$ cat config.mk
export PLATFORM = sky130hd
export DESIGN_NAME = uart_recv_flat
export DESIGN_NICKNAME = d
export VERILOG_FILES = /design/src/rtl/uart_recv_if.sv /design/src/rtl/uart_recv.sv /design/src/flat_wrapper.sv
export SDC_FILE = /design/constraint.sdc
export NUM_CORES = 1
export LEC_CHECK = 0
export ABC_CLOCK_PERIOD_IN_PS = 1900
export CORE_UTILIZATION = 52
export DETAILED_ROUTE_END_ITERATION = 8
export PLACE_DENSITY_LB_ADDON = 0.25
export SKIP_LAST_GASP = 1
export SLEW_MARGIN = 20
export SYNTH_ARGS = -nofsm -noshare
export SYNTH_HDL_FRONTEND = slang
export SYNTH_SLANG_ARGS = --single-unit
export TNS_END_PERCENT = 10
$ cat constraint.sdc
create_clock -name clk -period 1.9 [get_ports clk]
set_input_delay 0.38 -clock clk [delete_from_list [all_inputs] [get_ports clk]]
set_output_delay 0.38 -clock clk [all_outputs]
set_load 0.02 [all_outputs]
$ cat src/rtl/uart_recv_if.sv
// uart_recv_if: serial input and parsed-value outputs of uart_recv (err_count present with UART_RECV_ERR_CNT_EN)
interface uart_recv_if;
  logic       serial_data_in;
  logic [3:0] thousands;
  logic [3:0] hundreds;
  logic [3:0] tens;
  logic [3:0] ones;
  logic       value_valid;
  logic       frame_error;
  logic       format_error;
`ifdef UART_RECV_ERR_CNT_EN
  logic [7:0] err_count;
`endif
  modport master (
    output serial_data_in,
    input  thousands, hundreds, tens, ones, value_valid, frame_error, format_error
`ifdef UART_RECV_ERR_CNT_EN
    , input err_count
`endif
  );
  modport slave (
    input  serial_data_in,
    output thousands, hundreds, tens, ones, value_valid, frame_error, format_error
`ifdef UART_RECV_ERR_CNT_EN
    , output err_count
`endif
  );
endinterface

$ cat src/rtl/uart_recv.sv
// uart_recv: 8N1 UART receiver parsing "D.DDD<CR><LF>" lines into BCD digits; UART_RECV_ERR_CNT_EN adds a saturating err_count
module uart_recv #(
  parameter int CLKS_PER_BIT = 434,
  parameter int SYNC_STAGES  = 2
) (
  input logic        clk,
  input logic        reset_n,
  uart_recv_if.slave bus
);
  localparam int CW = $clog2(CLKS_PER_BIT);
  localparam logic [CW-1:0] HALF = CW'(CLKS_PER_BIT / 2 - 1);
  localparam logic [CW-1:0] LAST = CW'(CLKS_PER_BIT - 1);
  typedef enum logic [1:0] {IDLE, START, DATA, STOP} bit_state_t;
  typedef enum logic [2:0] {P_D1000, P_DP, P_D100, P_D10, P_D1, P_CR, P_LF, P_SYNC} parse_state_t;
  logic [SYNC_STAGES-1:0] sync_q;
  logic                   rxd;
  bit_state_t             state, state_d;
  logic [CW-1:0]          cnt, cnt_d;
  logic [2:0]             idx, idx_d;
  logic [7:0]             sh, sh_d;
  logic                   char_strobe, frame_err;
  parse_state_t           pstate, pstate_d;
  logic [3:0]             th_s, hu_s, te_s, on_s;
  logic                   is_digit, value_ok, fmt_err;
  assign rxd      = sync_q[SYNC_STAGES-1];
  assign is_digit = sh[7:4] == 4'h3 && sh[3:0] <= 4'd9;
  // synchroniser and bit-level receive registers
  always_ff @(posedge clk) begin
    if (!reset_n) begin
      sync_q <= '1;
      state  <= IDLE;
      cnt    <= '0;
      idx    <= '0;
      sh     <= '0;
    end else begin
      sync_q <= {sync_q[SYNC_STAGES-2:0], bus.serial_data_in};
      state  <= state_d;
      cnt    <= cnt_d;
      idx    <= idx_d;
      sh     <= sh_d;
    end
  end
  // bit FSM: mid-bit sampling; leaves STOP at mid-stop so back-to-back frames are caught
  always_comb begin
    state_d     = state;
    cnt_d       = cnt + 1'b1;
    idx_d       = idx;
    sh_d        = sh;
    char_strobe = 1'b0;
    frame_err   = 1'b0;
    case (state)
      IDLE: begin
        cnt_d = '0;
        if (!rxd) state_d = START;
      end
      START: if (cnt == HALF) begin
        cnt_d   = '0;
        idx_d   = '0;
        state_d = rxd ? IDLE : DATA;
      end
      DATA: if (cnt == LAST) begin
        cnt_d = '0;
        sh_d  = {rxd, sh[7:1]};
        idx_d = idx + 1'b1;
        if (idx == 3'd7) state_d = STOP;
      end
      STOP: if (cnt == LAST) begin
        cnt_d       = '0;
        state_d     = IDLE;
        char_strobe = rxd;
        frame_err   = !rxd;
      end
    endcase
  end
  // line parser: a frame error or any bad character drops into P_SYNC until the next LF
  always_comb begin
    pstate_d = pstate;
    value_ok = 1'b0;
    fmt_err  = 1'b0;
    if (frame_err) pstate_d = P_SYNC;
    else if (char_strobe) begin
      case (pstate)
        P_D1000: pstate_d = is_digit ? P_DP : P_SYNC;
        P_DP:    pstate_d = sh == 8'h2E ? P_D100 : P_SYNC;
        P_D100:  pstate_d = is_digit ? P_D10 : P_SYNC;
        P_D10:   pstate_d = is_digit ? P_D1 : P_SYNC;
        P_D1:    pstate_d = is_digit ? P_CR : P_SYNC;
        P_CR:    pstate_d = sh == 8'h0D ? P_LF : P_SYNC;
        P_LF:    pstate_d = sh == 8'h0A ? P_D1000 : P_SYNC;
        P_SYNC:  pstate_d = sh == 8'h0A ? P_D1000 : P_SYNC;
      endcase
      fmt_err  = pstate != P_SYNC && pstate_d == P_SYNC;
      value_ok = pstate == P_LF && pstate_d == P_D1000;
    end
  end
  // parser state, digit shadows and registered outputs; digits only move on a complete line
  always_ff @(posedge clk) begin
    if (!reset_n) begin
      pstate           <= P_D1000;
      th_s             <= '0;
      hu_s             <= '0;
      te_s             <= '0;
      on_s             <= '0;
      bus.thousands    <= '0;
      bus.hundreds     <= '0;
      bus.tens         <= '0;
      bus.ones         <= '0;
      bus.value_valid  <= 1'b0;
      bus.frame_error  <= 1'b0;
      bus.format_error <= 1'b0;
    end else begin
      pstate           <= pstate_d;
      bus.value_valid  <= value_ok;
      bus.frame_error  <= frame_err;
      bus.format_error <= fmt_err;
      if (char_strobe && is_digit) begin
        if (pstate == P_D1000) th_s <= sh[3:0];
        if (pstate == P_D100) hu_s <= sh[3:0];
        if (pstate == P_D10) te_s <= sh[3:0];
        if (pstate == P_D1) on_s <= sh[3:0];
      end
      if (value_ok) begin
        bus.thousands <= th_s;
        bus.hundreds  <= hu_s;
        bus.tens      <= te_s;
        bus.ones      <= on_s;
      end
    end
  end
`ifdef UART_RECV_ERR_CNT_EN
  // saturating count of frame and format errors, cleared only by reset
  always_ff @(posedge clk) begin
    if (!reset_n) bus.err_count <= '0;
    else if ((frame_err || fmt_err) && bus.err_count != 8'hFF) bus.err_count <= bus.err_count + 1'b1;
  end
`endif
endmodule
$ cat src/flat_wrapper.sv
// flat-port wrapper written by rule: the top's interface ports become plain ports
module uart_recv_flat 
#(
  parameter int CLKS_PER_BIT = 434,
  parameter int SYNC_STAGES  = 2
)
  (clk, reset_n, bus_serial_data_in, bus_thousands, bus_hundreds, bus_tens, bus_ones, bus_value_valid, bus_frame_error, bus_format_error);
  uart_recv_if bus_i ();
  input logic clk;
  input logic reset_n;
  input wire logic [$bits(bus_i.serial_data_in)-1:0] bus_serial_data_in;
  output wire logic [$bits(bus_i.thousands)-1:0] bus_thousands;
  output wire logic [$bits(bus_i.hundreds)-1:0] bus_hundreds;
  output wire logic [$bits(bus_i.tens)-1:0] bus_tens;
  output wire logic [$bits(bus_i.ones)-1:0] bus_ones;
  output wire logic [$bits(bus_i.value_valid)-1:0] bus_value_valid;
  output wire logic [$bits(bus_i.frame_error)-1:0] bus_frame_error;
  output wire logic [$bits(bus_i.format_error)-1:0] bus_format_error;
  assign bus_i.serial_data_in = bus_serial_data_in;
  assign bus_thousands = bus_i.thousands;
  assign bus_hundreds = bus_i.hundreds;
  assign bus_tens = bus_i.tens;
  assign bus_ones = bus_i.ones;
  assign bus_value_valid = bus_i.value_valid;
  assign bus_frame_error = bus_i.frame_error;
  assign bus_format_error = bus_i.format_error;
  uart_recv #(.CLKS_PER_BIT(CLKS_PER_BIT), .SYNC_STAGES(SYNC_STAGES)) u_core (.clk(clk), .reset_n(reset_n), .bus(bus_i));
endmodule
==> results.yml <==
timing:
  skew_ns: 0.0106
  worst_pin_slew_ns: 0.458
  slew_viol_final: 0
  fin_crit_sh: 0.940
  setup_ws_ns: 0.114
  hold_viol: 0
  setup_viol: 0
  relSlewSlack: 0.694
  fin_setup_tns_ns: 0
  rsz0062_at_grt: "true"
  finalCriticalPeriod_ns: 1.79
  clock.fmax_mhz: 560
status:
  outcome: "finished, final reports clean"
floorplan:
  fp.dieH_um: 75.1
  start_util: 0.541
  ios: 22
  core_area_um2: 5140
  dieArea_um2: 5640
  die_x_um: 75.1
  rows: 26
min_path:
  min_path_type: "reg -> reg"
  worstHoldStart: "u_core.sync_q[0]"
critical_path:
  reg2reg_to: "u_core.idx[2]"
  startpoint: "u_core.cnt[1]"
  endpoint: "u_core.idx[2]"
  crit_top_cell: "inv_1"
  start_kind: "flip-flop"
  r2r_slack_ns: 0.11
  path_cells: "inv_1 -> ha_1 -> inv_1 -> o41a_1 -> or3b_1 -> mux2i_1"
  cp.required_ns: 2.12
  arrival_ns: 2.01
  critical-path-slowest-cell: "o41a_1"
  reg2reg_from: "u_core.cnt[1]"
  slowest_delay_ns: 0.48
  critPathMaxFanout: 5
  path_class: "reg -> reg"
  end_kind: "flip-flop"
  reg2reg_depth: 6
logic_synthesis:
  syn_avg_cell_area_um2: 9.79
  synthFlopType: "dfxtp_1"
  ys_ff_latch: 62
  postSynthCellCount: 284
  synth_fp_nets: 297
  yosysWarnings: 0
  synthDistinctLibCells: 42
  ys_seq_area_frac: 0.446
  netlist_area_um2: 2780
  synthArstFlopShare: 0
  synth_edf_count: 0
detailed_routing:
  post_drt_wl_per_cell_um: 13.3
  via_per_inst: 5.16
  drcViolationCount: 0
  first_iter_violations: 75
  ant_nets: 0
  route.vias.total: 2042
  first_pass_iters: 4
  routed_wl_um: 5260
global_route:
  grt_use_total: 0.209
  antenna_found_initial: 0
  grt_pass1_wl_um: 8690
  grt_pass1_vias: 1933
  grt_max_degree: 30
  grt_overflow_total: 0
placement:
  placed_cell_area_um2: 3160
  place_congestion: 0.820
  numPlacedInstances: 380
  port_buffers: 21
  pre_cts_ws_ns: 0.0319
  hpwlAfterDp_um: 3620
pwr:
  leakage_nw: 1.39
  vdd.ir_drop.worst_mv: 0.644
  p_per_area_nw_per_um2: 761
  finalPower_mw: 2.58
cts:
  clock_path_buffers: 2
  cts_hold_buf: 0
  insertion_delay_ns: 0.35
  clk_pin_slew_ns: 0.07
  cts_max_level: 3
  cts_sinks: 62
  cts_buffers: 9
  post_cts_buffers: 0
  root_buffer: "clkbuf_8"
  cts_tree: "yes"
job:
  cap_viol_max_count: 0
layout:
  final_common_cell: "dfxtp_1"
  final_cells: 396
  most-common-layout-cells: "dfxtp_1, nand2_1, mux2i_1"
  final_area_um2: 3390
  drive_gt1_frac: 0.153
  antenna_cells: 0
  fin_nets: 334
  areaGrowthSynthToFinish_pct: 22.0
==> critical path, delay by kind of cell (launching register included) <==
family / cells / cell delay, ns
adders and majority gates: 1 / 0.14
muxes: 1 / 0.15
DFF: 1 / 0.33
AOI/OAI and AO/OA: 1 / 0.48
and+or+nand+nor: 1 / 0.46
buffers and inverters: 2 / 0.11
==> layer usage <==
metal  share of wire  vias up  track usage
li1                -     1058            -
met1            0.46      940        0.242
met2            0.48       35        0.343
met3           0.038        9       0.0776
met4           0.016        0       0.0964
met5               0        -            0
==> worst min-delay path by stage <==
stage | endpoint | slack [ns] | cells after the start
after floorplan | u_core.sync_q[1] | 0.39 | 1
after global placement | u_core.sync_q[1] | 0.40 | 1
after detailed placement | u_core.sync_q[1] | 0.40 | 1
after CTS | u_core.sync_q[1] | 0.42 | 1
after global routing | u_core.sync_q[1] | 0.44 | 1
final | u_core.sync_q[1] | 0.41 | 1
==> cell usage after synthesis, drive strengths merged, types with 4 or more instances <==
cell    instances  area share
xnor2           5       0.016
clkbuf         11       0.015
a31oi           4      0.0090
nand3           9       0.018
nor2b          10       0.023
inv             8       0.011
mux2i          44        0.16
nand2          48       0.065
nor2           16       0.022
o21ai           6       0.011
nor4bb          4       0.014
dfxtp          62        0.45
a21oi           6       0.011
ha             10       0.045
buf             5       0.014
==> repair_timing <==
action / in CTS / in global routing
pin swaps: 0 / 1
resized for setup: 1 / 5
setup endpoints to repair: 6 / 20
==> area by class of cell <==
cell class	count	area, µm²
tap	70	87.6
sequential	62	1240
inverter	8	30.0
clock inverter	7	81.3
fill	456	1750
clock buffer	9	124
multi-input combinational	198	1450
timing repair buffer	42	375
==> where the power goes <==
group          switching, mW  leakage (nW)  internal (mW)
clock network          0.555         0.100          0.620
registers            0.00720         0.500           1.31
logic                 0.0537         0.791         0.0392
==> through the flow <==
stage                     hold slack [ns]   util
after CTS                           0.417  0.656
after global placement              0.397  0.615
final                               0.413  0.660
after detailed placement            0.401  0.615
after global routing                0.443  0.660
after floorplan                     0.386      -
==> registers in the layout, indices dropped and copies added, names as in the netlist, named ones only <==
signal and count:
u_core.bus.format_error 1, u_core.bus.frame_error 1, u_core.bus.hundreds 4, u_core.bus.ones 4, u_core.bus.tens 4, u_core.bus.thousands 4, u_core.bus.value_valid 1, u_core.cnt 9
u_core.hu_s 4, u_core.idx 3, u_core.on_s 4, u_core.pstate 3, u_core.sh 8, u_core.state 1, u_core.sync_q 2, u_core.te_s 4
u_core.th_s 4
==> cells by family after synthesis <==
| family | after synthesis | share of synthesized area |
|---|---|---|
| AOI/OAI and AO/OA | 23 | 0.0509 |
| and+or+nand+nor | 114 | 0.238 |
| adders and majority gates | 10 | 0.0450 |
| buffers and inverters | 24 | 0.0396 |
| DFF | 62 | 0.446 |
| muxes | 44 | 0.158 |
| xor gates and xnor gates | 7 | 0.0221 |
Note: power is estimated with default switching activity, not from simulation.
